`config.mk`:
```
export PLATFORM = sky130hd
export DESIGN_NAME = motor_ctrl_seq
export DESIGN_NICKNAME = d
export VERILOG_FILES = /design/src/rtl/motor_ctrl_seq.sv
export SDC_FILE = /design/constraint.sdc
export NUM_CORES = 1
export LEC_CHECK = 0
export CAP_MARGIN = 20
export CORE_AREA = 2 2 105 107
export CTS_BUF_LIST = sky130_fd_sc_hd__clkbuf_16
export CTS_CLUSTER_SIZE = 10
export DETAILED_ROUTE_END_ITERATION = 16
export DIE_AREA = 0 0 107 109
export DONT_BUFFER_PORTS = 1
export PLACE_DENSITY = 0.42
export SETUP_SLACK_MARGIN = 0.02
export SYNTH_ARGS = -nofsm -noshare
export SYNTH_HDL_FRONTEND = slang
export SYNTH_SLANG_ARGS = --single-unit
```
`constraint.sdc`:
```
create_clock -name Clk -period 1.7 [get_ports Clk]
set_input_delay 0.425 -clock Clk [delete_from_list [all_inputs] [get_ports Clk]]
set_output_delay 0.425 -clock Clk [all_outputs]
set_load 0.005 [all_outputs]
```
`src/rtl/motor_ctrl_seq.sv`:
```
// ---------------------------------------------------------------------------
// motor_ctrl_seq
//   Robot drive controller. Debounces the on/off buttons and the four motion
//   commands, runs an OFF/RUN/FAULT state machine, drives a two-wheel H-bridge
//   with a dead-time gap on every direction reversal, and drives the status
//   LEDs, the LED matrix and the 7-segment digit blanking. Every output is a
//   flop.
//
//   Build option: FAULT_LATCH_EN
//     defined   - FAULT is held until the power-off button is pressed.
//     undefined - FAULT falls back to RUN once the conflicting commands clear.
//
// Ports
//   Clk            in   system clock
//   Rst_n          in   asynchronous active-low reset
//   L, B           in   power-on / power-off buttons (async, active-high)
//   E, D, F, A     in   turn left, turn right, forward, reverse (async)
//   Gre, Red       out  green LED (RUN), red LED (OFF and FAULT)
//   Re, Rd         out  left / right wheel forward drive, MOT_W copies
//   R_Re, R_Rd     out  left / right wheel reverse drive, MOT_W copies
//   Erro           out  error LEDs, blink in FAULT
//   Col, Lin       out  matrix columns (1 = on), rows (0 = on)
//   DigOff         out  digit blanking, 1 = digit off
// ---------------------------------------------------------------------------
module motor_ctrl_seq #(
    parameter int DEB_CYCLES  = 4,
    parameter int DEAD_CYCLES = 3,
    parameter int BLINK_DIV   = 8,
    parameter int MOT_W       = 2,
    parameter int N_COLS      = 5,
    parameter int N_ROWS      = 5,
    parameter int N_DIG       = 4,
    parameter int ERR_W       = 3
) (
    input  logic              Clk,
    input  logic              Rst_n,
    input  logic              L,
    input  logic              B,
    input  logic              E,
    input  logic              D,
    input  logic              F,
    input  logic              A,
    output logic              Gre,
    output logic              Red,
    output logic [MOT_W-1:0]  Re,
    output logic [MOT_W-1:0]  Rd,
    output logic [MOT_W-1:0]  R_Re,
    output logic [MOT_W-1:0]  R_Rd,
    output logic [ERR_W-1:0]  Erro,
    output logic [N_COLS-1:0] Col,
    output logic [N_ROWS-1:0] Lin,
    output logic [N_DIG-1:0]  DigOff
);

    localparam int DEB_W   = $clog2(DEB_CYCLES + 1);
    localparam int DEAD_W  = $clog2(DEAD_CYCLES + 1);
    localparam int BLINK_W = $clog2(BLINK_DIV + 1);

    // Input vector bit positions
    localparam int IX_A = 0, IX_F = 1, IX_D = 2, IX_E = 3, IX_B = 4, IX_L = 5;

    typedef enum logic [1:0] {S_OFF, S_RUN, S_FAULT} state_t;

    logic [5:0] w_raw;
    logic [5:0] w_deb;
    assign w_raw = {L, B, E, D, F, A};

    // ---------------- synchroniser + counter debounce per input -------------
    genvar gi;
    generate
        for (gi = 0; gi < 6; gi++) begin : g_in
            logic             r_sync1, r_sync2, r_deb;
            logic [DEB_W-1:0] r_cnt;
            always_ff @(posedge Clk or negedge Rst_n) begin
                if (!Rst_n) begin
                    r_sync1 <= 1'b0;
                    r_sync2 <= 1'b0;
                    r_deb   <= 1'b0;
                    r_cnt   <= '0;
                end else begin
                    r_sync1 <= w_raw[gi];
                    r_sync2 <= r_sync1;
                    // Count consecutive samples that disagree with the
                    // accepted value; any agreeing sample restarts the run.
                    if (r_sync2 != r_deb) begin
                        if (r_cnt == DEB_W'(DEB_CYCLES - 1)) begin
                            r_deb <= r_sync2;
                            r_cnt <= '0;
                        end else begin
                            r_cnt <= r_cnt + 1'b1;
                        end
                    end else begin
                        r_cnt <= '0;
                    end
                end
            end
            assign w_deb[gi] = r_deb;
        end
    endgenerate

    // ---------------- button edges and conflict detect ----------------------
    logic r_l_d, r_b_d;
    logic w_lp, w_bp, w_pre;

    always_ff @(posedge Clk or negedge Rst_n) begin
        if (!Rst_n) begin
            r_l_d <= 1'b0;
            r_b_d <= 1'b0;
        end else begin
            r_l_d <= w_deb[IX_L];
            r_b_d <= w_deb[IX_B];
        end
    end

    assign w_lp  = w_deb[IX_L] & ~r_l_d;
    assign w_bp  = w_deb[IX_B] & ~r_b_d;
    assign w_pre = (w_deb[IX_E] & w_deb[IX_D]) | (w_deb[IX_F] & w_deb[IX_A]);

    // ---------------- FSM --------------------------------------------------
    state_t r_state, w_state_next;
    logic [BLINK_W-1:0] r_blink_cnt, w_blink_cnt_next;
    logic               r_lit, w_lit_next;
    logic               w_run_next;

    always_ff @(posedge Clk or negedge Rst_n) begin
        if (!Rst_n) begin
            r_state     <= S_OFF;
            r_blink_cnt <= '0;
            r_lit       <= 1'b1;
        end else begin
            r_state     <= w_state_next;
            r_blink_cnt <= w_blink_cnt_next;
            r_lit       <= w_lit_next;
        end
    end

    always_comb begin
        w_state_next = r_state;
        case (r_state)
            S_OFF: begin
                // The off button beats a simultaneous on press.
                if (!w_bp && w_lp)
                    w_state_next = w_pre ? S_FAULT : S_RUN;
            end
            S_RUN: begin
                if (w_bp)
                    w_state_next = S_OFF;
                else if (w_pre)
                    w_state_next = S_FAULT;
            end
            S_FAULT: begin
`ifdef FAULT_LATCH_EN
                if (w_bp)
                    w_state_next = S_OFF;
`else
                if (w_bp)
                    w_state_next = S_OFF;
                else if (!w_pre)
                    w_state_next = S_RUN;
`endif
            end
            default: w_state_next = S_OFF;
        endcase
    end

    assign w_run_next = (w_state_next == S_RUN);

    // Blink phase restarts lit on every state change so FAULT entry is lit.
    always_comb begin
        w_blink_cnt_next = r_blink_cnt;
        w_lit_next       = r_lit;
        if (w_state_next != r_state) begin
            w_blink_cnt_next = '0;
            w_lit_next       = 1'b1;
        end else if (r_blink_cnt == BLINK_W'(BLINK_DIV - 1)) begin
            w_blink_cnt_next = '0;
            w_lit_next       = ~r_lit;
        end else begin
            w_blink_cnt_next = r_blink_cnt + 1'b1;
        end
    end

    // ---------------- wheel requests (index 0 = left, 1 = right) ------------
    logic [1:0] w_req_fwd, w_req_rev;

    always_comb begin
        w_req_fwd = 2'b00;
        w_req_rev = 2'b00;
        if (w_run_next) begin
            if (w_deb[IX_A])      w_req_rev = 2'b11;
            else if (w_deb[IX_E]) w_req_fwd = 2'b10;  // turn left: right wheel only
            else if (w_deb[IX_D]) w_req_fwd = 2'b01;  // turn right: left wheel only
            else if (w_deb[IX_F]) w_req_fwd = 2'b11;
        end
    end

    logic [1:0] w_fwd, w_rev;

    generate
        for (gi = 0; gi < 2; gi++) begin : g_wheel
            logic              r_fwd, r_rev, r_dead;
            logic [DEAD_W-1:0] r_dead_cnt;
            always_ff @(posedge Clk or negedge Rst_n) begin
                if (!Rst_n) begin
                    r_fwd      <= 1'b0;
                    r_rev      <= 1'b0;
                    r_dead     <= 1'b0;
                    r_dead_cnt <= '0;
                end else if (!w_run_next) begin
                    // Leaving RUN stops at once and abandons any dead time.
                    r_fwd      <= 1'b0;
                    r_rev      <= 1'b0;
                    r_dead     <= 1'b0;
                    r_dead_cnt <= '0;
                end else if (r_dead) begin
                    // Whatever is requested at expiry is what gets applied.
                    if (r_dead_cnt == DEAD_W'(DEAD_CYCLES - 1)) begin
                        r_dead     <= 1'b0;
                        r_dead_cnt <= '0;
                        r_fwd      <= w_req_fwd[gi];
                        r_rev      <= w_req_rev[gi];
                    end else begin
                        r_dead_cnt <= r_dead_cnt + 1'b1;
                    end
                end else if ((r_fwd && w_req_rev[gi]) || (r_rev && w_req_fwd[gi])) begin
                    r_fwd      <= 1'b0;
                    r_rev      <= 1'b0;
                    r_dead     <= 1'b1;
                    r_dead_cnt <= '0;
                end else begin
                    r_fwd <= w_req_fwd[gi];
                    r_rev <= w_req_rev[gi];
                end
            end
            assign w_fwd[gi] = r_fwd;
            assign w_rev[gi] = r_rev;
        end
    endgenerate

    assign Re   = {MOT_W{w_fwd[0]}};
    assign Rd   = {MOT_W{w_fwd[1]}};
    assign R_Re = {MOT_W{w_rev[0]}};
    assign R_Rd = {MOT_W{w_rev[1]}};

    // ---------------- LEDs / display -------------------------------------
    logic              r_gre, r_red;
    logic [ERR_W-1:0]  r_erro;
    logic [N_COLS-1:0] r_col;
    logic [N_ROWS-1:0] r_lin;
    logic [N_DIG-1:0]  r_digoff;
    logic              w_fault_lit_next, w_matrix_on_next;
    logic [N_DIG-1:0]  w_digoff_next;

    assign w_fault_lit_next = (w_state_next == S_FAULT) && w_lit_next;
    assign w_matrix_on_next = w_run_next || w_fault_lit_next;

    always_comb begin
        w_digoff_next    = '1;
        w_digoff_next[0] = ~w_run_next;
    end

    always_ff @(posedge Clk or negedge Rst_n) begin
        if (!Rst_n) begin
            r_gre    <= 1'b0;
            r_red    <= 1'b1;
            r_erro   <= '0;
            r_col    <= '0;
            r_lin    <= '1;
            r_digoff <= '1;
        end else begin
            r_gre    <= w_run_next;
            r_red    <= ~w_run_next;
            r_erro   <= w_fault_lit_next ? '1 : '0;
            r_col    <= w_matrix_on_next ? '1 : '0;
            r_lin    <= w_matrix_on_next ? '0 : '1;
            r_digoff <= w_digoff_next;
        end
    end

    assign Gre    = r_gre;
    assign Red    = r_red;
    assign Erro   = r_erro;
    assign Col    = r_col;
    assign Lin    = r_lin;
    assign DigOff = r_digoff;

endmodule

```
* After elaboration in Yosys (flattened, before gate mapping)
Cells that the tools add are included.
** Word-level totals
- Register bits after elaboration :: 70
- Bits in latches :: 0
- RAM bits :: 0
- Memory bits (read-only) :: 0
- Input port bits :: 8
- Output and inout bits :: 27
- Word-level logic and storage cells :: 166
- Memories :: 0
** Operators by class
- Add/sub/neg operators :: 9
- Multiply operators :: 0
- Div/mod/pow operators :: 0
- Order comparisons :: 0
- Eq/ne operators :: 24
- Shift operators :: 0
- Multiplexer cells :: 65
- Bitwise logic cells :: 9
- Reduce and logical (&&, ||, !) cells :: 17
** Operators by type and width (count)
- $mux W2 :: 21
- $mux W3 :: 13
- $mux W1 :: 26
- $add A3 B1 Y3 const B :: 6
- $eq A3 B2 Y1 const B :: 6
- $reduce_and A2 Y1 :: 6
- $mux W5 :: 2
- $eq A2 B2 Y1 const B :: 4
- $mux W4 :: 2
- $logic_and A1 B1 Y1 :: 6
- $ne A1 B1 Y1 :: 6
- $ne A3 B1 Y1 const B :: 2
- $ne A3 B2 Y1 const B :: 2
- $pmux W2 S3 :: 1
- $add A2 B1 Y2 const B :: 2
- $add A4 B1 Y4 const B :: 1
- $and A1 B1 Y1 :: 4
- $eq A2 B1 Y1 const B :: 2
- $eq A4 B3 Y1 const B :: 1
- $not A1 Y1 :: 4
- $logic_or A1 B1 Y1 :: 3
- $logic_not A2 Y1 :: 1
- $ne A2 B2 Y1 :: 1
- $logic_not A1 Y1 :: 1
- $or A1 B1 Y1 :: 1

* Longest topological paths before layout
Gate-level depths: netlist of run 1.
- Word-level depth :: 13
- Mapped depth :: 5
- Depth with buffers taken out :: 5

* Worst setup path before layout of run 1
Ideal clock, no wire load.
- Kind :: register to register
- From :: register r_blink_cnt[0]
- To :: register r_erro[1], in the netlist Erro[1]
- Library setup time :: 0.120 ns
- Arrival :: 1.190 ns
- Data required time :: 1.580 ns
- Setup slack :: 0.390 ns
- Stages on the path, launching flop included :: 6
- Buffers on the path :: 0
- Period minus slack after synthesis :: 1.310 ns
- Cell sequence :: dfrtp_1 ha_1 nand3b_1 xor2_1 o21ai_0 and3_2
** On the way
- Longest elaborated chain between the ends :: 5
** Ends and longest elaborated chain
- start, declared :: line 121 : logic [BLINK_W-1:0] r_blink_cnt, w_blink_cnt_next;
- start signal, assigned :: line 132 : r_blink_cnt <= w_blink_cnt_next;
- $eq A4 B3 Y1 :: line 175 : end else if (r_blink_cnt == BLINK_W'(BLINK_DIV - 1)) begin
- $mux W1 :: line 175
- $mux W1 :: line 172 : if (w_state_next != r_state) begin
- $logic_and A1 B1 Y1 :: line 254 : assign w_fault_lit_next = (w_state_next == S_FAULT) && w_lit_next;
- named net w_fault_lit_next :: line 251 : logic w_fault_lit_next, w_matrix_on_next;
- $mux W3 :: line 273 : r_erro <= w_fault_lit_next ? '1 : '0;
- end signal, assigned :: line 273
- end, declared :: line 247 : logic [ERR_W-1:0] r_erro;
The timed path passes the listed nets, and every way through them passes these cells.
A chain may end at the register's enable or synchronous reset.

* Worst setup path after layout of run 1
- From :: register g_in[0].r_deb
- To :: register g_wheel[1].r_fwd
** On the way
- Longest elaborated chain between the ends :: 12
- Elaborated cells between the ends (all ways) :: 22
- Those cells by class :: eq/ne: 2; mux: 15; bitwise: 2; reduce/logical: 3
** Ends and longest elaborated chain
- start, declared :: line 72 : logic r_sync1, r_sync2, r_deb;
- start signal, assigned :: line 87 : r_deb <= r_sync2;
- $and A1 B1 Y1 :: line 117 : assign w_pre = (w_deb[IX_E] & w_deb[IX_D]) | (w_deb[IX_F] & w_deb[IX_A]);
- $or A1 B1 Y1 :: line 117
- $mux W2 (on tied branches) :: line 158, 143, 148
- $mux W2 (on tied branches) :: line 156, 142, 146
- $pmux W2 S3 :: line 139 : case (r_state)
- $eq A2 B1 Y1 :: line 166 : assign w_run_next = (w_state_next == S_RUN);
- $mux W2 :: line 189 : if (w_run_next) begin
- $logic_and A1 B1 Y1 :: line 225 : end else if ((r_fwd && w_req_rev[gi]) || (r_rev && w_req_fwd[gi])) begin
- $logic_or A1 B1 Y1 :: line 225
- $mux W1 :: line 225
- $mux W1 :: line 215 : end else if (r_dead) begin
- $mux W1 :: line 209 : end else if (!w_run_next) begin
- end signal, assigned :: line 220 : r_fwd <= w_req_fwd[gi];
- end signal, assigned :: line 231 : r_fwd <= w_req_fwd[gi];
- end, declared :: line 201 : logic r_fwd, r_rev, r_dead;
Several ways; a longest one is shown, not always the timed one. The select of a mux whose other input is x is not followed.

==> flow_metrics.env, run 1 <==
export IMPL_status="complete, but fails checks"
export IMPL_violations="hold timing"
export IMPL_worstSetupStartpoint="g_in[0].r_deb"
export IMPL_die_area_um2=11700
export IMPL_drt_pass1_iter_count=4
export IMPL_routed_top_layer="met4"
export IMPL_met3_wirelength_um=238
export IMPL_crit_slowest_cell="dfrtp_1"
export IMPL_critPathTopFamily="flip-flops"
export IMPL_routed_wl_um=3770
export IMPL_design_core_area_um2=10600
export IMPL_fp_dieH_um=109
export IMPL_cts_root_buffer="clkbuf_16"
export IMPL_area_growth_pct=10.0
export IMPL_antenna_found_initial=0
export IMPL_grt_pass1_vias=1432
export IMPL_clock_path_buffers=2
export IMPL_drc=0
export IMPL_synthArstFlopShare_pct=100
export IMPL_grt_pass1_wl_um=6920
export IMPL_synthFlopType="dfrtp_1"
export IMPL_cp_data_arrival_time_ns=1.68
export IMPL_netlist_top_cell_by_area="dfrtp_1"
export IMPL_nets=210
export IMPL_fin_skew_ns=0.00382
export IMPL_path_class="reg -> reg"
export IMPL_post_place_ws_ns=0.246
export IMPL_fin_crit_sh_pct=85.4
export IMPL_hold_viol=60
export IMPL_holdWs_ns=-0.198
export IMPL_setup_tns_ns=0
export IMPL_cts_sinks=60
export IMPL_wl_per_cell_um=11.1
export IMPL_ir_drop_v=0.000546
export IMPL_rows=38
export IMPL_clock_latency_ns=0.32
export IMPL_syn_avg_cell_area_um2=12.6
export IMPL_worst_setup_path_end_kind="flip-flop"
export IMPL_cp_max_fo=13
export IMPL_ys_seq_elements=60
export IMPL_cts_clk_slew_worst_paths_ns=0.05
export IMPL_swShare_pct=33.3
export IMPL_p_leak_uw=0.00122
export IMPL_slowest_delay_ns=0.52
export IMPL_vias_per_cell=4.01
export IMPL_initial_utilization_pct=24.4
export IMPL_synth_most_common_cell="dfrtp_1"
export IMPL_rsz0062_at_grt="no"
export IMPL_switching_power_uw=1730
export IMPL_syn_inst=205
export IMPL_syn_area_um2=2590
export IMPL_netlist_top_cells_area="dfrtp_1 (55%), buf_4 (6.7%), nor3b_1 (3.8%)"
export IMPL_h_tree_depth=3
export IMPL_synth_commonest_cells="dfrtp_1 (57), buf_4 (23), nor3b_1 (13)"
export IMPL_groute_usage_overall_pct=7.78
export IMPL_setup_slack_ns=0.247
export IMPL_n_antenna_cell=0
export IMPL_drv_cap=0
export IMPL_synth_warnings=0
export IMPL_place_hpwl_um=2470
export IMPL_place_congestion=0.740
export IMPL_fmax_mhz=688
export IMPL_min_path_type="in -> async"
export IMPL_seq_area_frac_synth_pct=58.2
export IMPL_detail_route_antenna_nets=0
export IMPL_grt_ovfl_total=0
export IMPL_regToRegStartpoint="g_in[0].r_deb"
export IMPL_vias=1365
export IMPL_slew_viol_final=0
export IMPL_io_buffers=0
export IMPL_synth_edf_count=0
export IMPL_pwr_share_clk_pct=30.1
export IMPL_drive_above_1_share_pct=21.0
export IMPL_ys_types=45
export IMPL_comb_power_share_pct=26.3
export IMPL_crit_required_ns=1.93
export IMPL_drt_iter0_drc=35
export IMPL_synth_top_cell_area_share_pct=55.2
export IMPL_power_share_sequential_pct=43.6
export IMPL_fp_dieW_um=107
export IMPL_setup_viol=0
export IMPL_cp_cell_sequence="a22o_1 > or2_4 > a211oi_1"
export IMPL_r2r_end="g_wheel[1].r_fwd"
export IMPL_grt_max_degree=61
export IMPL_io_pins=35
export IMPL_wl_met1_um=1900
export IMPL_power_total_uw=5200
export IMPL_path_buf_inv=0
export IMPL_fin_crit_ns=1.45
export IMPL_rrSetupSlack_ns=0.25
export IMPL_p_per_area_nw_per_um2=1830
export IMPL_cts_tree="yes"
export IMPL_reg2regPathDepth=3
export IMPL_route_met2_wl_um=1570
export IMPL_internal_power_uw=3470
export IMPL_cp_start_kind="flip-flop"
export IMPL_cts_buffers_inserted=9
-- worst register-to-register path, delay by kind of cell (launching register included) --
| family | cells | cell delay [ns] |
|---|---|---|
| and+or+nand+nor | 1 | 0.36 |
| DFF | 1 | 0.52 |
| AOI/OAI and AO/OA | 2 | 0.49 |
-- cells in the final DEF (no fill, tap or decap), types with 6 or more instances in the layout --
master      n
clkbuf_16   9
dfrtp_1    57
ha_1        7
inv_1       7
mux2_2      7
nand3_1     7
nor2_1      8
nor2b_1     8
nor3_1      6
nor3b_1    13
xnor2_1     7
-- per-layer routing --
layer	vias to the layer above	global-route usage, %
li1	661	-
met1	665	9.79
met3	4	3.41
met4	0	3.43
met2	35	11.6
met5	-	0
-- power groups by stage --
stage / sequential (uW) / combinational [uW] / clock [uW]
final: 2270 / 1370 / 1570
after global routing: 2360 / 1590 / 1700
after CTS: 2280 / 1400 / 1620
after detailed placement: 2300 / 1390 / 0
after global placement: 2300 / 1380 / 0
after floorplan: 2140 / 1620 / 0
-- through the flow --
step | utilization [%] | hold slack, ns | std cells | area (um2)
2_1_floorplan | - | 0.129 | 207 | 2590
3_3_place_gp | 24.4 | 0.132 | 324 | 2580
3_5_place_dp | 24.4 | 0.132 | 324 | 2580
4_1_cts | 26.8 | -0.214 | 340 | 2850
5_1_grt | 26.8 | -0.223 | 340 | 2850
6_report | 26.8 | -0.198 | 340 | 2850
-- sequential cells by signal (all words and copies together) (netlist names), 2 cells and up --
signal,cells
g_in.r_sync2,6
g_wheel.r_dead_cnt,4
r_state,2
g_in.r_sync1,6
g_in.r_cnt,18
g_in.r_deb,6
g_wheel.r_fwd,2
r_blink_cnt,4
g_wheel.r_dead,2
g_wheel.r_rev,2
-- final cells by class --
type	count	area, um2
multi-input cells	116	870
well taps	140	175
clock buffers	9	225
inverters	7	26.3
fillers	1094	7760
clock inverters	7	36.3
flip-flops and latches	60	1510
repair buffers	1	7.51
-- worst max-delay path by stage --
| stage | endpoint | slack (ns) | depth (start not counted) |
|---|---|---|---|
| 6_report | g_wheel[1].r_fwd | 0.25 | 3 |
| 5_1_grt | Erro[1] | 0.12 | 5 |
| 3_5_place_dp | g_wheel[1].r_fwd | 0.25 | 3 |
| 2_1_floorplan | Erro[1] | 0.39 | 5 |
| 4_1_cts | g_wheel[1].r_fwd | 0.23 | 3 |
| 3_3_place_gp | g_wheel[1].r_fwd | 0.25 | 3 |
-- logic make-up after synthesis --
group                    Yosys count  synth area share, %
adder cells (fa/ha/maj)            7                 3.39
XOR/XNOR                           8                 2.71
AO/OA/AOI/OAI                     29                 8.42
flip-flops                        60                 58.2
multiplexers                      10                 4.21
AND/OR/NAND/NOR                   59                 14.5
other                              1                0.145
buffers and inverters             31                 8.47
-- what timing repair did --
item                       CTS  global route
resized for setup            0             0
setup endpoints to repair    0             0
setup buffers                0             0
hold endpoints to repair    60            60
No activity file was read; power rests on OpenSTA's default activity.
==> inputs of run 2 (changes only) <==
Settings changed: SKIP_LAST_GASP set to 1.
==> results of run 2 <==
Final layout, timing and power as in run 1 (identical DEF).
==> inputs of run 3 (changes only) <==
Settings changed: PLACE_DENSITY 0.42 to 0.39.
==> run 3 against run 2 <==
The run still ends with hold timing left. Fmax shrank 1.0%. Non-clock buffer count stayed put. First-iteration DRC count decreased by 49%. Final area increased by 1.9%. Critical path depth did not move. Hold slack got worse by 0.010 ns. Via count is 2.6% lower. Wire length is 4.0% higher. Clock skew is 0.00093 ns higher. Flip-flop and latch count did not move.
==> flow_metrics.env, run 3 (same netlist as run 1, synthesis figures left out) <==
export IMPL_status="complete, but fails checks"
export IMPL_violations="hold timing"
export IMPL_fmax_mhz=681
export IMPL_grt_max_degree=61
export IMPL_layout_commonest_cell="dfrtp_1"
export IMPL_cts_sinks=60
export IMPL_cp_start_kind="flip-flop"
export IMPL_final_cell_mix="dfrtp_1 (57), nor3b_1 (13), clkbuf_16 (9)"
export IMPL_routed_wl_um=3920
export IMPL_antenna_found_initial=0
export IMPL_min_path_type="in -> async"
export IMPL_crit_slowest_cell="dfrtp_1"
export IMPL_drc=0
export IMPL_rows=38
export IMPL_io_buffers=0
export IMPL_setup_viol=0
export IMPL_largest_reg_flops=18
export IMPL_vias=1329
export IMPL_cts_resized=0
export IMPL_cp_cell_sequence="a22o_1 > or2_4 > a211oi_1"
export IMPL_cts_clk_slew_worst_paths_ns=0.05
export IMPL_p_per_area_nw_per_um2=1910
export IMPL_cp_data_arrival_time_ns=1.70
export IMPL_r2r_end="g_wheel[1].r_fwd"
export IMPL_cts_setup_buffers=0
export IMPL_reg2regPathDepth=3
export IMPL_grt_ovfl_total=0
export IMPL_groute_usage_overall_pct=8.15
export IMPL_path_class="reg -> reg"
export IMPL_fp_dieH_um=109
export IMPL_worstSetupStartpoint="g_in[0].r_deb"
export IMPL_wl_per_cell_um=11.5
export IMPL_ir_drop_v=0.000451
export IMPL_worst_setup_path_end_kind="flip-flop"
export IMPL_clock_latency_ns=0.33
export IMPL_p_leak_uw=0.00124
export IMPL_place_hpwl_um=2480
export IMPL_place_congestion=0.684
export IMPL_regMostFlops="g_in.r_cnt"
export IMPL_cts_root_buffer="clkbuf_16"
export IMPL_drt_iter0_drc=18
export IMPL_initial_utilization_pct=24.4
export IMPL_grt_pass1_wl_um=6900
export IMPL_setup_tns_ns=0
export IMPL_cts_buffers_inserted=9
export IMPL_fin_skew_ns=0.00474
export IMPL_regToRegStartpoint="g_in[0].r_deb"
export IMPL_drive_above_1_share_pct=22.0
export IMPL_crit_required_ns=1.94
export IMPL_io_pins=35
export IMPL_n_antenna_cell=0
export IMPL_slowest_delay_ns=0.53
export IMPL_design_core_area_um2=10600
export IMPL_drv_cap=0
export IMPL_fp_dieW_um=107
export IMPL_rrSetupSlack_ns=0.23
export IMPL_holdWs_ns=-0.208
export IMPL_nets=210
export IMPL_power_total_uw=5550
export IMPL_h_tree_depth=3
export IMPL_hold_viol=60
export IMPL_grt_pass1_vias=1385
export IMPL_cts_tree="yes"
export IMPL_cp_max_fo=13
export IMPL_clock_path_buffers=2
export IMPL_detail_route_antenna_nets=0
export IMPL_fin_crit_sh_pct=86.4
export IMPL_drt_pass1_iter_count=5
export IMPL_die_area_um2=11700
export IMPL_area_growth_pct=12.1
export IMPL_rsz0062_at_grt="no"
export IMPL_vias_per_cell=3.91
export IMPL_slew_viol_final=0
export IMPL_fin_crit_ns=1.47
-- run 3: cell count changes in the layout (fill, tap and decap cells not counted) --
| cell | previous run | this run |
|---|---|---|
| bufinv_16 | 0 | 2 |
| inv_1 | 7 | 5 |
| clkinv_2 | 2 | 1 |
| clkinvlp_4 | 2 | 3 |
-- run 3: power by group --
part | switching [uW] | internal [uW]
clock | 639 | 1270
combinational | 697 | 657
sequential | 433 | 1850
-- run 3: critical path, delay by kind of cell, from the launching register on --
kind / cells / cell delay [ns]
compound gates: 2 / 0.49
flops: 1 / 0.53
simple gates: 1 / 0.36
-- run 3: layout make-up --
cell class	count	area, um2
Fill cell	1087	7700
Sequential cell	60	1510
Multi-Input combinational cell	116	870
Clock buffer	9	225
Tap cell	140	175
Clock inverter	7	91.3
Inverter	7	26.3
Timing Repair Buffer	1	7.51
-- run 3: worst max-delay path by stage --
stage                        end  slack [ns]  cells after the start
5_1_grt        g_wheel[0].r_dead        0.13                      4
6_report        g_wheel[1].r_fwd        0.23                      3
2_1_floorplan            Erro[1]        0.39                      5
3_5_place_dp    g_wheel[1].r_fwd        0.22                      3
4_1_cts         g_wheel[1].r_fwd        0.22                      3
3_3_place_gp   g_wheel[0].r_dead        0.26                      4
-- run 3: per-layer routing --
| metal | share of wire [%] | vias to the layer above | GRT usage, % | routed length [um] |
|---|---|---|---|---|
| met4 | 3.1 | 0 | 6.22 | 120 |
| met3 | 5.0 | 9 | 3.59 | 195 |
| li1 | - | 658 | - | - |
| met5 | 0 | - | 0 | 0 |
| met1 | 52 | 637 | 9.90 | 2020 |
| met2 | 40 | 25 | 11.3 | 1580 |
-- run 3: stage by stage --
stage | utilization (%) | setup WS (ns) | area, um2 | instances | hold slack, ns
after floorplan | - | 0.390 | 2590 | 207 | 0.129
after global placement | 24.4 | 0.260 | 2580 | 324 | 0.132
after detailed placement | 24.4 | 0.224 | 2580 | 324 | 0.132
after CTS | 27.4 | 0.220 | 2900 | 340 | -0.224
after global routing | 27.4 | 0.131 | 2900 | 340 | -0.234
final | 27.4 | 0.232 | 2900 | 340 | -0.208
